### src/rtl/mem_arbiter_if.sv
// Request/grant and address buses shared between the compute engines and mem_arbiter.
interface mem_arbiter_if #(
  parameter int NREQ    = 4,
  parameter int LANES   = 8,
  parameter int CADDR_W = 16,
  parameter int MADDR_W = 17
);
  logic [NREQ-1:0]               req;
  logic [NREQ-1:0]               rel;
  logic [NREQ*LANES*CADDR_W-1:0] cmem_addr_in;
  logic [NREQ*LANES*MADDR_W-1:0] dmem_addr_in;
  logic [NREQ-1:0]               grant;
  logic [LANES*CADDR_W-1:0]      cmem_addr_out;
  logic [LANES*MADDR_W-1:0]      dmem_addr_out;
  logic                          mem_rd_en;
  logic [NREQ-1:0]               rd_valid;
  logic                          busy;

  modport master (
    output req, rel, cmem_addr_in, dmem_addr_in,
    input  grant, cmem_addr_out, dmem_addr_out, mem_rd_en, rd_valid, busy
  );

  modport slave (
    input  req, rel, cmem_addr_in, dmem_addr_in,
    output grant, cmem_addr_out, dmem_addr_out, mem_rd_en, rd_valid, busy
  );
endinterface

### src/rtl/mem_arbiter.sv
// Round-robin ownership arbiter for the shared config/data memory read ports.
// Optional macro MEMARB_PRIO0_EN: requester 0 (rcal) wins every arbitration and has no hold timeout.
module mem_arbiter #(
  parameter int NREQ     = 4,
  parameter int LANES    = 8,
  parameter int CADDR_W  = 16,
  parameter int MADDR_W  = 17,
  parameter int RD_LAT   = 1,
  parameter int HOLD_MAX = 4
) (
  input logic          clk,
  input logic          reset,
  mem_arbiter_if.slave bus
);
  localparam int PTR_W  = (NREQ > 1) ? $clog2(NREQ) : 1;
  localparam int HC_W   = $clog2(HOLD_MAX + 1);
  localparam int CBUS_W = LANES * CADDR_W;
  localparam int DBUS_W = LANES * MADDR_W;

  typedef enum logic [0:0] {IDLE = 1'b0, OWN = 1'b1} state_t;

  state_t             state_r, state_s;
  logic [PTR_W-1:0]   owner_r, owner_s, rr_ptr_r, rr_ptr_s, pick_s, next_ptr_s;
  logic [HC_W-1:0]    hold_cnt_r, hold_cnt_s;
  logic               pick_found_s, owner_req_s, owner_rel_s, timeout_s, end_own_s, own_s;
  logic               mem_rd_en_s;
  logic [NREQ-1:0]    grant_s, rd_valid_s;
  logic [CBUS_W-1:0]  cmem_addr_s;
  logic [DBUS_W-1:0]  dmem_addr_s;
  logic               vld_pipe_r [RD_LAT];
  logic [PTR_W-1:0]   tag_pipe_r [RD_LAT];

  // First requesting index at or after rr_ptr, wrapping at NREQ.
  always_comb begin
    logic [PTR_W-1:0] idx;
    pick_found_s = 1'b0;
    pick_s       = '0;
    idx          = '0;
    for (int i = 0; i < NREQ; i++) begin
      idx = PTR_W'((int'(rr_ptr_r) + i) % NREQ);
      if (!pick_found_s && bus.req[idx]) begin
        pick_found_s = 1'b1;
        pick_s       = idx;
      end else begin
        pick_s = pick_s;
      end
    end
`ifdef MEMARB_PRIO0_EN
    if (bus.req[0]) begin
      pick_found_s = 1'b1;
      pick_s       = '0;
    end else begin
      pick_s = pick_s;
    end
`endif
  end

  // Owner's own request/release bits decide when ownership ends.
  always_comb begin
    own_s       = (state_r == OWN);
    owner_req_s = bus.req[owner_r];
    owner_rel_s = bus.rel[owner_r];
`ifdef MEMARB_PRIO0_EN
    timeout_s   = (hold_cnt_r == HC_W'(HOLD_MAX - 1)) && (owner_r != '0);
`else
    timeout_s   = (hold_cnt_r == HC_W'(HOLD_MAX - 1));
`endif
    end_own_s   = owner_rel_s || !owner_req_s || timeout_s;
    mem_rd_en_s = own_s && owner_req_s;
    if (owner_r == PTR_W'(NREQ - 1)) begin
      next_ptr_s = '0;
    end else begin
      next_ptr_s = owner_r + PTR_W'(1);
    end
  end

  // Next-state logic: ownership, hold counter and round-robin pointer.
  always_comb begin
    state_s    = state_r;
    owner_s    = owner_r;
    rr_ptr_s   = rr_ptr_r;
    hold_cnt_s = hold_cnt_r;
    case (state_r)
      IDLE: begin
        if (pick_found_s) begin
          state_s    = OWN;
          owner_s    = pick_s;
          hold_cnt_s = '0;
        end else begin
          state_s = IDLE;
        end
      end
      OWN: begin
        if (end_own_s) begin
          state_s    = IDLE;
          hold_cnt_s = '0;
`ifdef MEMARB_PRIO0_EN
          if (owner_r != '0) begin
            rr_ptr_s = next_ptr_s;
          end else begin
            rr_ptr_s = rr_ptr_r;
          end
`else
          rr_ptr_s = next_ptr_s;
`endif
        end else begin
          hold_cnt_s = hold_cnt_r + HC_W'(1);
        end
      end
      default: begin
        state_s = IDLE;
      end
    endcase
  end

  // State registers.
  always_ff @(posedge clk or posedge reset) begin
    if (reset) begin
      state_r    <= IDLE;
      owner_r    <= '0;
      rr_ptr_r   <= '0;
      hold_cnt_r <= '0;
    end else begin
      state_r    <= state_s;
      owner_r    <= owner_s;
      rr_ptr_r   <= rr_ptr_s;
      hold_cnt_r <= hold_cnt_s;
    end
  end

  // Read-return pipeline: the owner tag travels with each strobe so later grants cannot disturb it.
  always_ff @(posedge clk or posedge reset) begin
    if (reset) begin
      for (int k = 0; k < RD_LAT; k++) begin
        vld_pipe_r[k] <= 1'b0;
        tag_pipe_r[k] <= '0;
      end
    end else begin
      vld_pipe_r[0] <= mem_rd_en_s;
      tag_pipe_r[0] <= owner_r;
      for (int k = 1; k < RD_LAT; k++) begin
        vld_pipe_r[k] <= vld_pipe_r[k-1];
        tag_pipe_r[k] <= tag_pipe_r[k-1];
      end
    end
  end

  // Grant decode, owner address mux and read-valid decode.
  always_comb begin
    grant_s     = '0;
    rd_valid_s  = '0;
    cmem_addr_s = '0;
    dmem_addr_s = '0;
    for (int i = 0; i < NREQ; i++) begin
      if (own_s && (owner_r == PTR_W'(i))) begin
        grant_s[i]  = 1'b1;
        cmem_addr_s = bus.cmem_addr_in[i*CBUS_W +: CBUS_W];
        dmem_addr_s = bus.dmem_addr_in[i*DBUS_W +: DBUS_W];
      end else begin
        grant_s[i] = 1'b0;
      end
      if (vld_pipe_r[RD_LAT-1] && (tag_pipe_r[RD_LAT-1] == PTR_W'(i))) begin
        rd_valid_s[i] = 1'b1;
      end else begin
        rd_valid_s[i] = 1'b0;
      end
    end
  end

  assign bus.grant         = grant_s;
  assign bus.busy          = own_s;
  assign bus.mem_rd_en     = mem_rd_en_s;
  assign bus.cmem_addr_out = cmem_addr_s;
  assign bus.dmem_addr_out = dmem_addr_s;
  assign bus.rd_valid      = rd_valid_s;
endmodule

### src/flat_wrapper.sv
// flat-port wrapper written by rule: the top's interface ports become plain ports
module mem_arbiter_flat 
#(
  parameter int NREQ     = 4,
  parameter int LANES    = 8,
  parameter int CADDR_W  = 16,
  parameter int MADDR_W  = 17,
  parameter int RD_LAT   = 1,
  parameter int HOLD_MAX = 4
)
  (clk, reset, bus_req, bus_rel, bus_cmem_addr_in, bus_dmem_addr_in, bus_grant, bus_cmem_addr_out, bus_dmem_addr_out, bus_mem_rd_en, bus_rd_valid, bus_busy);
  mem_arbiter_if #(.NREQ(NREQ), .LANES(LANES), .CADDR_W(CADDR_W), .MADDR_W(MADDR_W)) bus_i ();
  input logic clk;
  input logic reset;
  input wire logic [$bits(bus_i.req)-1:0] bus_req;
  input wire logic [$bits(bus_i.rel)-1:0] bus_rel;
  input wire logic [$bits(bus_i.cmem_addr_in)-1:0] bus_cmem_addr_in;
  input wire logic [$bits(bus_i.dmem_addr_in)-1:0] bus_dmem_addr_in;
  output wire logic [$bits(bus_i.grant)-1:0] bus_grant;
  output wire logic [$bits(bus_i.cmem_addr_out)-1:0] bus_cmem_addr_out;
  output wire logic [$bits(bus_i.dmem_addr_out)-1:0] bus_dmem_addr_out;
  output wire logic [$bits(bus_i.mem_rd_en)-1:0] bus_mem_rd_en;
  output wire logic [$bits(bus_i.rd_valid)-1:0] bus_rd_valid;
  output wire logic [$bits(bus_i.busy)-1:0] bus_busy;
  assign bus_i.req = bus_req;
  assign bus_i.rel = bus_rel;
  assign bus_i.cmem_addr_in = bus_cmem_addr_in;
  assign bus_i.dmem_addr_in = bus_dmem_addr_in;
  assign bus_grant = bus_i.grant;
  assign bus_cmem_addr_out = bus_i.cmem_addr_out;
  assign bus_dmem_addr_out = bus_i.dmem_addr_out;
  assign bus_mem_rd_en = bus_i.mem_rd_en;
  assign bus_rd_valid = bus_i.rd_valid;
  assign bus_busy = bus_i.busy;
  mem_arbiter #(.NREQ(NREQ), .LANES(LANES), .CADDR_W(CADDR_W), .MADDR_W(MADDR_W), .RD_LAT(RD_LAT), .HOLD_MAX(HOLD_MAX)) u_core (.clk(clk), .reset(reset), .bus(bus_i));
endmodule
### config.mk
export PLATFORM = sky130hd
export DESIGN_NAME = mem_arbiter_flat
export DESIGN_NICKNAME = d
export VERILOG_FILES = /design/src/rtl/mem_arbiter_if.sv /design/src/rtl/mem_arbiter.sv /design/src/flat_wrapper.sv
export SDC_FILE = /design/constraint.sdc
export NUM_CORES = 1
export LEC_CHECK = 0
export ABC_AREA = 1
export BUFFER_PORTS_ARGS = -buffer_cell sky130_fd_sc_hd__buf_2
export CORE_AREA = 10 10 513 515
export CTS_CLUSTER_SIZE = 40
export DETAILED_ROUTE_END_ITERATION = 10
export DIE_AREA = 0 0 523 525
export PLACE_DENSITY = 0.3
export SETUP_SLACK_MARGIN = 0.3
export SLEW_MARGIN = 40
export SYNTH_ARGS = -nofsm -noshare
export SYNTH_HDL_FRONTEND = slang
export SYNTH_SLANG_ARGS = --single-unit
export TNS_END_PERCENT = 100
### constraint.sdc
create_clock -name clk -period 3.95 [get_ports clk]
set_input_delay 0.79 -clock clk [delete_from_list [all_inputs] [get_ports clk]]
set_output_delay 0.79 -clock clk [all_outputs]
set_load 0.02 [all_outputs]
==> results.sh, run 1 <==
export IMPL_p_switching_uw=12240
export IMPL_intPower_uw=6201
export IMPL_crit_buf_inv=6
export IMPL_antenna_found_initial=196
export IMPL_cts_clk_slew_worst_paths_ps=40
export IMPL_cellPowerDensity_mw_per_mm2=863.4
export IMPL_tritoncts="built"
export IMPL_postSynthAreaPerCell_sq_um=4.623
export IMPL_cp_arrival_ps=2770
export IMPL_grt_pass1_vias=19810
export IMPL_cp_end_kind="primary output"
export IMPL_synthTopCellsByArea="nand2_1 (36%), o21ai_1 (25%), nand3_1 (16%), o21ai_0 (5.1%), buf_2 (5.0%)"
export IMPL_layout_commonest_cell="buf_2"
export IMPL_io_pins=1340
export IMPL_ys_ff_latch=11
export IMPL_viasPerCell=2.986
export IMPL_yosys_area_top_type="nand2_1"
export IMPL_ys_seq_area_share_pct=3.141
export IMPL_grt_pass1_wl_mm=240.7
export IMPL_placementRows=185
export IMPL_holdWs_ps=489.2
export IMPL_fin_total_pwr_uw=18440
export IMPL_rr_worst_depth=11
export IMPL_cts_hold_buffers_added=0
export IMPL_clockPowerShare_pct=1.1
export IMPL_numCtsBuffers=3
export IMPL_slew_viol_final=0
export IMPL_maxCapViolations=0
export IMPL_dp_cells=6534
export IMPL_layout_common_cells="buf_2 (1274), nand2_1 (848), o21ai_1 (421), nand3_1 (275), buf_4 (94)"
export IMPL_worstHoldPathCells=0
export IMPL_p_seq_share_pct=1.3
export IMPL_gp_congestion=0.9248
export IMPL_required_ps=3160
export IMPL_dp_hpwl_mm=184.0
export IMPL_cp_slowest_cell="dfrtp_2"
export IMPL_syn_instance_count=1896
export IMPL_path_max_fanout=12
export IMPL_antenna_left=0
export IMPL_switching_share_pct=66.37
export IMPL_wl_per_cell_um=29.98
export IMPL_io_buffers=1339
export IMPL_synth_edf_count=0
export IMPL_path_class="reg -> out"
export IMPL_cts_path_max_buffers=2
export IMPL_ir_drop_mv=0.2470
export IMPL_fin_crit_ps=3560
export IMPL_netlist_area_leader_share_pct=36.36
export IMPL_track_usage_pct=13.53
export IMPL_hp_class="reg -> reg"
export IMPL_hold_end="u_core.tag_pipe_r[1]"
export IMPL_h_tree_depth=1
export IMPL_nets=4253
export IMPL_clock_sinks=11
export IMPL_die_area_sq_mm=0.2746
export IMPL_vias=19750
export IMPL_setup_viol_count_final=0
export IMPL_drt_wl_total_mm=198.3
export IMPL_grt_max_degree=100
export IMPL_cts_root_buf="clkbuf_16"
export IMPL_synth_distinct_cells=24
export IMPL_p_comb_share_pct=97.6
export IMPL_r2r_start="u_core.rr_ptr_r[0]"
export IMPL_finalClockSkew_ps=10.96
export IMPL_die_y_um=525
export IMPL_outcome="complete, no violations"
export IMPL_hold_start="u_core.owner_r[1]"
export IMPL_crit_chain="inv_2, ha_4, nand2_4, bufinv_16, buf_16, buf_12, buf_4, nand2_1, nand3_1, o21ai_1, o21ai_1, buf_12"
export IMPL_syn_num_nets=2968
export IMPL_critPathLaunch="u_core.owner_r[1]"
export IMPL_crit_family="buffers and inverters"
export IMPL_yosys_warnings=0
export IMPL_synthArstFlopShare_pct=100.0
export IMPL_tightest_slew_ps=698.9
export IMPL_cpPeakStageDelay_ps=450
export IMPL_regToRegEndpoint="u_core.owner_r[1]"
export IMPL_first_pass_iters=5
export IMPL_drive_gt1_share_pct=47.26
export IMPL_start_util_pct=3.464
export IMPL_min_period_over_period_pct=90.14
export IMPL_relSlewSlack_pct=53.09
export IMPL_area_growth_pct=143.6
export IMPL_postLayoutCoreUtil_pct=8.440
export IMPL_synth_flop_cell="dfrtp_1"
export IMPL_max_freq_mhz=280.9
export IMPL_stdcell_count=6615
export IMPL_p_leak_uw=0.009854
export IMPL_rsz0062_at_grt="yes"
export IMPL_drc=0
export IMPL_die_w_um=523
export IMPL_reg2reg_slack_ps=2110
export IMPL_overflow=0
export IMPL_netlist_area_sq_mm=0.008765
export IMPL_drt_initial_drc_count=1394
export IMPL_clock_latency_ps=250
export IMPL_core_sq_mm=0.2530
export IMPL_hold_viol=0
export IMPL_startpoint_type="flip-flop"
worst register-to-register path: cells and delay by family (launching register included):
kind / cells / cell delay, ps
DFF: 1 / 590
and+or+nand+nor: 9 / 870
buffers and inverters: 2 / 260
power groups by stage:
stage,clock network [uW],logic (uW),registers [uW]
after global placement,0,18800,241
final,194,18000,246
after global routing,201,19600,260
after CTS,196,19100,245
after floorplan,0,7480,200
after detailed placement,0,18700,241
Yosys cell counts (4+ instances only):
library cell  number
buf_4             14
nor2_1             4
nor3_1             4
dfrtp_1           11
buf_2             88
o21ai_1          444
nand3_1          275
ha_1               6
nand2_1          849
buf_6             17
clkbuf_1          57
o21ai_0           90
inv_1             19
logic make-up after synthesis:
family | count (synthesis) | share of synthesized area [%]
buf+inv | 199 | 11.83
compound gates | 537 | 30.66
flops | 11 | 3.141
simple gates | 1143 | 53.50
fa+ha+maj | 6 | 0.8565
sequential cells by signal (all words and copies together), names as in the netlist:
name               flops
u_core.vld_pipe_r      1
u_core.hold_cnt_r      3
u_core.owner_r         2
u_core.tag_pipe_r      2
u_core.bus.busy        1
u_core.rr_ptr_r        2
metal layers:
metal / vias up / part of all wire [%] / GRT usage [%]
met3: 306 / 9.9 / 4.784
li1: 9011 / - / -
met5: - / 0.25 / 0
met2: 1357 / 50 / 25.09
met1: 9003 / 38 / 15.16
met4: 76 / 1.5 / 1.479
per-stage QoR:
step                      instance area (sq um)  worst slack, ps  setup TNS [ps]
after global placement                    20780           -45.90          -55.78
after global routing                      21220            271.5               0
after floorplan                            8765             1322               0
after CTS                                 21150            292.4               0
after detailed placement                  20790            71.25               0
final                                     21350            389.5               0
how the worst max path moves through the flow:
| stage | to | slack (ps) | cells after the start |
|---|---|---|---|
| 5_1_grt | bus_cmem_addr_out[123] | 270 | 13 |
| 4_1_cts | bus_cmem_addr_out[119] | 290 | 12 |
| 2_1_floorplan | bus_cmem_addr_out[127] | 1320 | 8 |
| 6_report | bus_dmem_addr_out[28] | 390 | 12 |
| 3_3_place_gp | bus_dmem_addr_out[24] | -50 | 12 |
| 3_5_place_dp | bus_dmem_addr_out[33] | 70 | 12 |
what timing repair did:
action	CTS	global route
resized for setup	36	11
endpoints found under the setup margin	42	51
gates cloned	2	0
pin swaps	3	7
buffers inserted	5	1
hold endpoints to repair	0	0
layout make-up:
| type | count | area, sq um |
|---|---|---|
| Fill cell | 30430 | 231600 |
| Timing Repair Buffer | 1456 | 8848 |
| Multi-Input combinational cell | 1686 | 7640 |
| Tap cell | 3366 | 4212 |
| Sequential cell | 11 | 277.8 |
| Antenna cell | 69 | 172.7 |
| Inverter | 22 | 116.4 |
| Clock buffer | 4 | 78.83 |
| Timing Repair inverter | 1 | 8.758 |
Power figures use the tool's default switching activity.
==> inputs of run 2 (changes only) <==
Settings changed: ABC_AREA 1 to not set, CORE_AREA 10 10 513 515 to 10 10 521 523, DIE_AREA 0 0 523 525 to 0 0 531 533.
==> run 2 against run 1 <==
Critical path depth decreased by 3. Cell area increased by 11%. Sequential cell count unchanged. Power is 15% higher. Register-to-register slack worse by 160 ps.
==> results.sh, run 2 <==
export IMPL_regToRegEndpoint="u_core.rr_ptr_r[0]"
export IMPL_use_met3_pct=5.204
export IMPL_cpPeakStageDelay_ps=370
export IMPL_fin_tns_setup_ps=0
export IMPL_area_growth_pct=125.4
export IMPL_path_class="reg -> out"
export IMPL_yosys_warnings=0
export IMPL_nets=3994
export IMPL_hold_end="u_core.hold_cnt_r[2]"
export IMPL_h_tree_depth=1
export IMPL_overflow=0
export IMPL_dp_slack_ps=113.4
export IMPL_cp_arrival_ps=2840
export IMPL_setup_ws_ps=324.6
export IMPL_hold_start="u_core.hold_cnt_r[2]"
export IMPL_drt_initial_drc_count=1293
export IMPL_syn_num_nets=2669
export IMPL_track_usage_pct=11.26
export IMPL_cts_path_max_buffers=2
export IMPL_start_util_pct=4.010
export IMPL_drt_wl_total_mm=172.9
export IMPL_netlist_area_leader_share_pct=22.17
export IMPL_largest_register_ffs=3
export IMPL_layout_commonest_cell="buf_2"
export IMPL_drc=0
export IMPL_busiest_layer="met2"
export IMPL_finalClockSkew_ps=6.494
export IMPL_vias=19650
export IMPL_r2r_start="u_core.owner_r[0]"
export IMPL_synth_commonest_cells="inv_1 (272), nand2_1 (266), a211o_1 (265)"
export IMPL_first_pass_iters=6
export IMPL_p_leak_uw=0.01118
export IMPL_dp_hpwl_mm=156.3
export IMPL_io_pins=1340
export IMPL_gr_usage_met1_pct=12.79
export IMPL_yosysMostFrequentCell="inv_1"
export IMPL_final_cell_area_sq_mm=0.02360
export IMPL_grt_max_degree=63
export IMPL_grt_pass1_vias=19990
export IMPL_top_register="u_core.hold_cnt_r"
export IMPL_syn_instance_count=1597
export IMPL_layout_common_cells="buf_2 (1284), inv_1 (271), nand2_1 (266), a211o_1 (261), a221oi_1 (223)"
export IMPL_critPathLaunch="u_core.owner_r[1]"
export IMPL_ys_ff_latch=11
export IMPL_wl_per_cell_um=27.14
export IMPL_die_w_um=531
export IMPL_cellPowerDensity_mw_per_mm2=894.9
export IMPL_grt_pass1_wl_mm=214.4
export IMPL_relSlewSlack_pct=51.59
export IMPL_setup_viol_count_final=0
export IMPL_core_sq_mm=0.2611
export IMPL_path_max_fanout=40
export IMPL_outcome="complete, no violations"
export IMPL_yosys_area_top_type="a211o_1"
export IMPL_synth_distinct_cells=37
export IMPL_crit_family="buffers and inverters"
export IMPL_fillCellCount=31040
export IMPL_clock_sinks=11
export IMPL_synthArstFlopShare_pct=100.0
export IMPL_rr_worst_depth=7
export IMPL_ir_drop_mv=0.3694
export IMPL_drive_gt1_share_pct=55.36
export IMPL_die_area_sq_mm=0.2830
export IMPL_crit_path_frequent_cell="buf_4"
export IMPL_reg2reg_slack_ps=1950
export IMPL_slew_viol_final=0
export IMPL_cp_end_kind="primary output"
export IMPL_cts_clk_slew_worst_paths_ps=50
export IMPL_ys_seq_area_share_pct=2.629
export IMPL_fin_crit_ps=3625
export IMPL_cts_root_buf="clkbuf_16"
export IMPL_hold_viol=0
export IMPL_viasPerCell=3.084
export IMPL_numCtsBuffers=3
export IMPL_maxCapViolations=0
export IMPL_synthTopCellsByArea="a211o_1 (22%), a221oi_1 (19%), a21boi_0 (14%), inv_1 (9.8%), nand2_1 (9.5%)"
export IMPL_gp_congestion=0.9640
export IMPL_required_ps=3160
export IMPL_tightest_slew_ps=726.1
export IMPL_max_freq_mhz=275.8
export IMPL_antenna_left=0
export IMPL_antenna_found_initial=152
export IMPL_rsz0062_at_grt="yes"
export IMPL_min_period_over_period_pct=91.78
export IMPL_synth_flop_cell="dfrtp_1"
export IMPL_crit_chain="inv_1, ha_4, buf_12, buf_4, a221oi_1, a211o_1, a21boi_0, buf_4, buf_2"
export IMPL_placementRows=188
export IMPL_clock_latency_ps=240
export IMPL_die_y_um=533
export IMPL_met2_usage_pct=19.73
export IMPL_cp_slowest_cell="dfrtp_1"
export IMPL_tritoncts="built"
export IMPL_synth_edf_count=0
export IMPL_io_buffers=1339
export IMPL_placed_area_sq_mm=0.02301
export IMPL_hp_class="reg -> reg"
export IMPL_crit_buf_inv=5
export IMPL_postSynthAreaPerCell_sq_um=6.556
export IMPL_startpoint_type="flip-flop"
export IMPL_netlist_area_sq_mm=0.01047
export IMPL_worstHoldPathCells=2
==> run 2: area by class of cell <==
| type | count | area, sq um | area share (%) |
|---|---|---|---|
| antenna | 30 | 75.07 | 0.3181 |
| clock buffer | 4 | 78.83 | 0.3340 |
| inverter | 272 | 1021 | 4.326 |
| multi-input combinational | 1107 | 8437 | 35.75 |
| sequential | 11 | 280.3 | 1.188 |
| tap | 3420 | 4279 | 18.13 |
| timing repair buffer | 1527 | 9428 | 39.95 |
==> run 2: timing repair <==
item	in CTS	in global routing
buffers inserted	12	2
hold buffers	0	0
gates cloned	2	1
pin swaps	1	3
endpoints found under the setup margin	96	84
gates resized for setup	75	47
==> run 2: cell families (layout without fill, tap and decap cells) <==
kind of cell | count (synthesis) | after routing | share of synthesized area (%)
other | 0 | 30 | 0
adder cells (fa/ha/maj) | 6 | 6 | 0.7170
AO/OA/AOI/OAI | 804 | 804 | 66.28
flip-flops | 11 | 11 | 2.629
multiplexers | 7 | 7 | 0.8245
buffers and inverters | 479 | 1803 | 18.65
AND/OR/NAND/NOR | 290 | 290 | 10.90
==> run 2: where the power goes <==
part,total [uW],switching (uW),internal (uW),leakage (uW)
Combinational,20700,12500,8130,0.0110
Sequential,276,111,165,0.000135
Clock,188,52.3,136,0.0000383
==> run 2: worst min-delay path: stages (launching register included) <==
cell     delay [ps]
dfrtp_1         340
nand3_1          70
o31ai_1          60
==> run 2: layer usage <==
| metal | part of all wire (%) | routed length, um | vias up |
|---|---|---|---|
| met4 | 2.2 | 3750 | 56 |
| li1 | - | - | 8639 |
| met5 | 0.20 | 348 | - |
| met1 | 39 | 67030 | 9345 |
| met2 | 47 | 81010 | 1357 |
| met3 | 12 | 20760 | 254 |
==> run 2: metrics by stage <==
stage / cells / util (%) / hold slack, ps / power [uW]
after CTS: 6338 / 8.958 / 508.4 / 21620
after global routing: 6350 / 9.018 / 536.6 / 22780
after floorplan: 1597 / - / 469.5 / 9833
after global placement: 6319 / 8.805 / 491.5 / 20880
after detailed placement: 6320 / 8.813 / 496.7 / 20820
final: 6371 / 9.038 / 508.7 / 21120
==> run 2: how the worst max path moves through the flow <==
stage / to / slack (ps) / cells past startpoint
after detailed placement: bus_dmem_addr_out[58] / 110 / 9
after global routing: bus_dmem_addr_out[26] / 220 / 10
after CTS: bus_cmem_addr_out[6] / 250 / 10
after floorplan: bus_cmem_addr_out[115] / 1020 / 9
final: bus_dmem_addr_out[26] / 320 / 9
after global placement: bus_dmem_addr_out[58] / 120 / 9
==> inputs of run 3 (changes only) <==
Settings changed: CORE_AREA 10 10 521 523 to 2 2 528 530, DIE_AREA 0 0 531 533 to 0 0 530 532.
==> run 3 against run 2 <==
Global-route usage shrank 0.27 points. Largest power group unchanged. Register-to-register slack gained 240 ps. Count of clock-buffer cells in the layout shrank 1.
==> results.sh, run 3 (synthesized netlist as in run 2, its figures left out) <==
export IMPL_ir_drop_mv=0.3096
export IMPL_hold_end="u_core.hold_cnt_r[2]"
export IMPL_rr_worst_depth=7
export IMPL_cts_path_max_buffers=2
export IMPL_clock_sinks=11
export IMPL_cp_slowest_cell="a221oi_1"
export IMPL_slew_viol_final=0
export IMPL_hp_class="reg -> reg"
export IMPL_required_ps=3160
export IMPL_cpPeakStageDelay_ps=530
export IMPL_core_sq_mm=0.2758
export IMPL_viasPerCell=2.951
export IMPL_finalClockSkew_ps=2.049
export IMPL_nets=3958
export IMPL_clockPowerShare_pct=0.9
export IMPL_p_seq_share_pct=1.0
export IMPL_cts_root_buf="clkbuf_16"
export IMPL_io_buffers=1339
export IMPL_placementRows=193
export IMPL_numCtsBuffers=3
export IMPL_max_freq_mhz=277.8
export IMPL_die_y_um=532
export IMPL_start_util_pct=3.797
export IMPL_fin_total_pwr_uw=21120
export IMPL_p_switching_uw=12750
export IMPL_track_usage_pct=10.99
export IMPL_switching_share_pct=60.39
export IMPL_drive_gt1_share_pct=55.29
export IMPL_regToRegEndpoint="u_core.rr_ptr_r[0]"
export IMPL_hold_start="u_core.hold_cnt_r[2]"
export IMPL_fin_tns_setup_ps=0
export IMPL_grt_pass1_wl_mm=206.0
export IMPL_wl_per_cell_um=25.12
export IMPL_min_period_over_period_pct=91.13
export IMPL_io_pins=1340
export IMPL_layout_common_cells="buf_2 (1274), inv_1 (272), nand2_1 (266), a211o_1 (263), a221oi_1 (222)"
export IMPL_top_register="u_core.hold_cnt_r"
export IMPL_cts_hold_buffers_added=0
export IMPL_drt_wl_total_mm=166.6
export IMPL_setup_viol_count_final=0
export IMPL_die_area_sq_mm=0.2820
export IMPL_reg2reg_slack_ps=2190
export IMPL_worstHoldPathCells=2
export IMPL_cp_end_kind="primary output"
export IMPL_cellPowerDensity_mw_per_mm2=884.0
export IMPL_h_tree_depth=1
export IMPL_layout_commonest_cell="buf_2"
export IMPL_relSlewSlack_pct=35.67
export IMPL_fin_crit_ps=3599
export IMPL_intPower_uw=8364
export IMPL_final_cell_area_sq_mm=0.02389
export IMPL_startpoint_type="flip-flop"
export IMPL_antenna_found_initial=100
export IMPL_p_leak_uw=0.01104
export IMPL_path_max_fanout=28
export IMPL_crit_path_frequent_cell="buf_12"
export IMPL_first_pass_iters=6
export IMPL_crit_chain="buf_4, ha_4, buf_12, buf_16, buf_12, a221oi_1, a211o_1, a21boi_1, buf_2"
export IMPL_gp_congestion=1.000
export IMPL_outcome="complete, no violations"
export IMPL_drc=0
export IMPL_rsz0062_at_grt="yes"
export IMPL_drt_initial_drc_count=1257
export IMPL_dp_slack_ps=150.6
export IMPL_holdWs_ps=500.2
export IMPL_maxCapViolations=0
export IMPL_overflow=0
export IMPL_tightest_slew_ps=965.0
export IMPL_grt_pass1_vias=19670
export IMPL_vias=19570
export IMPL_cts_clk_slew_worst_paths_ps=40
export IMPL_die_w_um=530
export IMPL_antenna_left=0
export IMPL_clock_latency_ps=240
export IMPL_path_class="reg -> out"
export IMPL_grt_max_degree=120
export IMPL_cp_arrival_ps=2810
export IMPL_placed_area_sq_mm=0.02327
export IMPL_tritoncts="built"
export IMPL_largest_register_ffs=3
export IMPL_r2r_start="u_core.owner_r[1]"
export IMPL_dp_hpwl_mm=149.1
export IMPL_area_growth_pct=128.2
export IMPL_p_comb_share_pct=98.1
export IMPL_hold_viol=0
export IMPL_setup_ws_ps=350.6
==> run 3: changes by cell type in the layout (fill, tap and decap cells not counted), sizes merged <==
cell	delta
buf	-35
bufbuf	-1
clkbuf	-1
clkinv	+1
diode	+13
==> run 3: critical path, delay by kind of cell, from the launching register on <==
family,cells,cell delay (ps)
adders and majority gates,1,180
AOI/OAI and AO/OA,3,920
DFF,1,370
buffers and inverters,5,950
==> run 3: timing repair <==
action / in CTS / in global routing
pin swaps: 1 / 2
gates resized for setup: 76 / 49
endpoints found under the setup margin: 64 / 85
cloned: 0 / 2
setup buffers: 4 / 0
==> run 3: layout make-up <==
type	instances	area (sq um)
Antenna cell	43	107.6
Timing Repair Buffer	1491	9208
Sequential cell	11	279.0
Clock inverter	1	5.005
Inverter	272	1021
Fill cell	32780	251900
Multi-Input combinational cell	1107	8557
Tap cell	3705	4636
Clock buffer	3	75.07
==> run 3: per-stage QoR <==
step	util [%]	std cells
5_1_grt	8.634	6602
6_report	8.662	6633
2_1_floorplan	-	1597
3_5_place_dp	8.437	6580
3_3_place_gp	8.433	6580
4_1_cts	8.552	6588
==> run 3: how the worst max path moves through the flow <==
stage                      start                      to
2_1_floorplan  u_core.owner_r[1]  bus_cmem_addr_out[115]
3_3_place_gp   u_core.owner_r[0]    bus_cmem_addr_out[6]
3_5_place_dp   u_core.owner_r[0]  bus_dmem_addr_out[133]
4_1_cts        u_core.owner_r[0]   bus_dmem_addr_out[27]
5_1_grt        u_core.owner_r[0]  bus_dmem_addr_out[128]
6_report       u_core.owner_r[0]  bus_dmem_addr_out[124]
==> run 3: power groups by stage <==
| stage | logic [uW] | registers [uW] | clock network, uW |
|---|---|---|---|
| floorplan | 9620 | 211 | 0 |
| global placement | 20600 | 206 | 0 |
| detailed placement | 20600 | 206 | 0 |
| CTS | 21100 | 205 | 193 |
| global route | 22100 | 212 | 197 |
| finish | 20700 | 206 | 189 |
==> run 3: per-layer routing <==
| layer | vias to the layer above | routed length [um] | global-route usage [%] |
|---|---|---|---|
| li1 | 8576 | - | - |
| met1 | 9487 | 64820 | 12.73 |
| met2 | 1200 | 79880 | 19.27 |
| met3 | 234 | 16460 | 3.679 |
| met4 | 74 | 4958 | 2.560 |
| met5 | - | 491 | 0 |
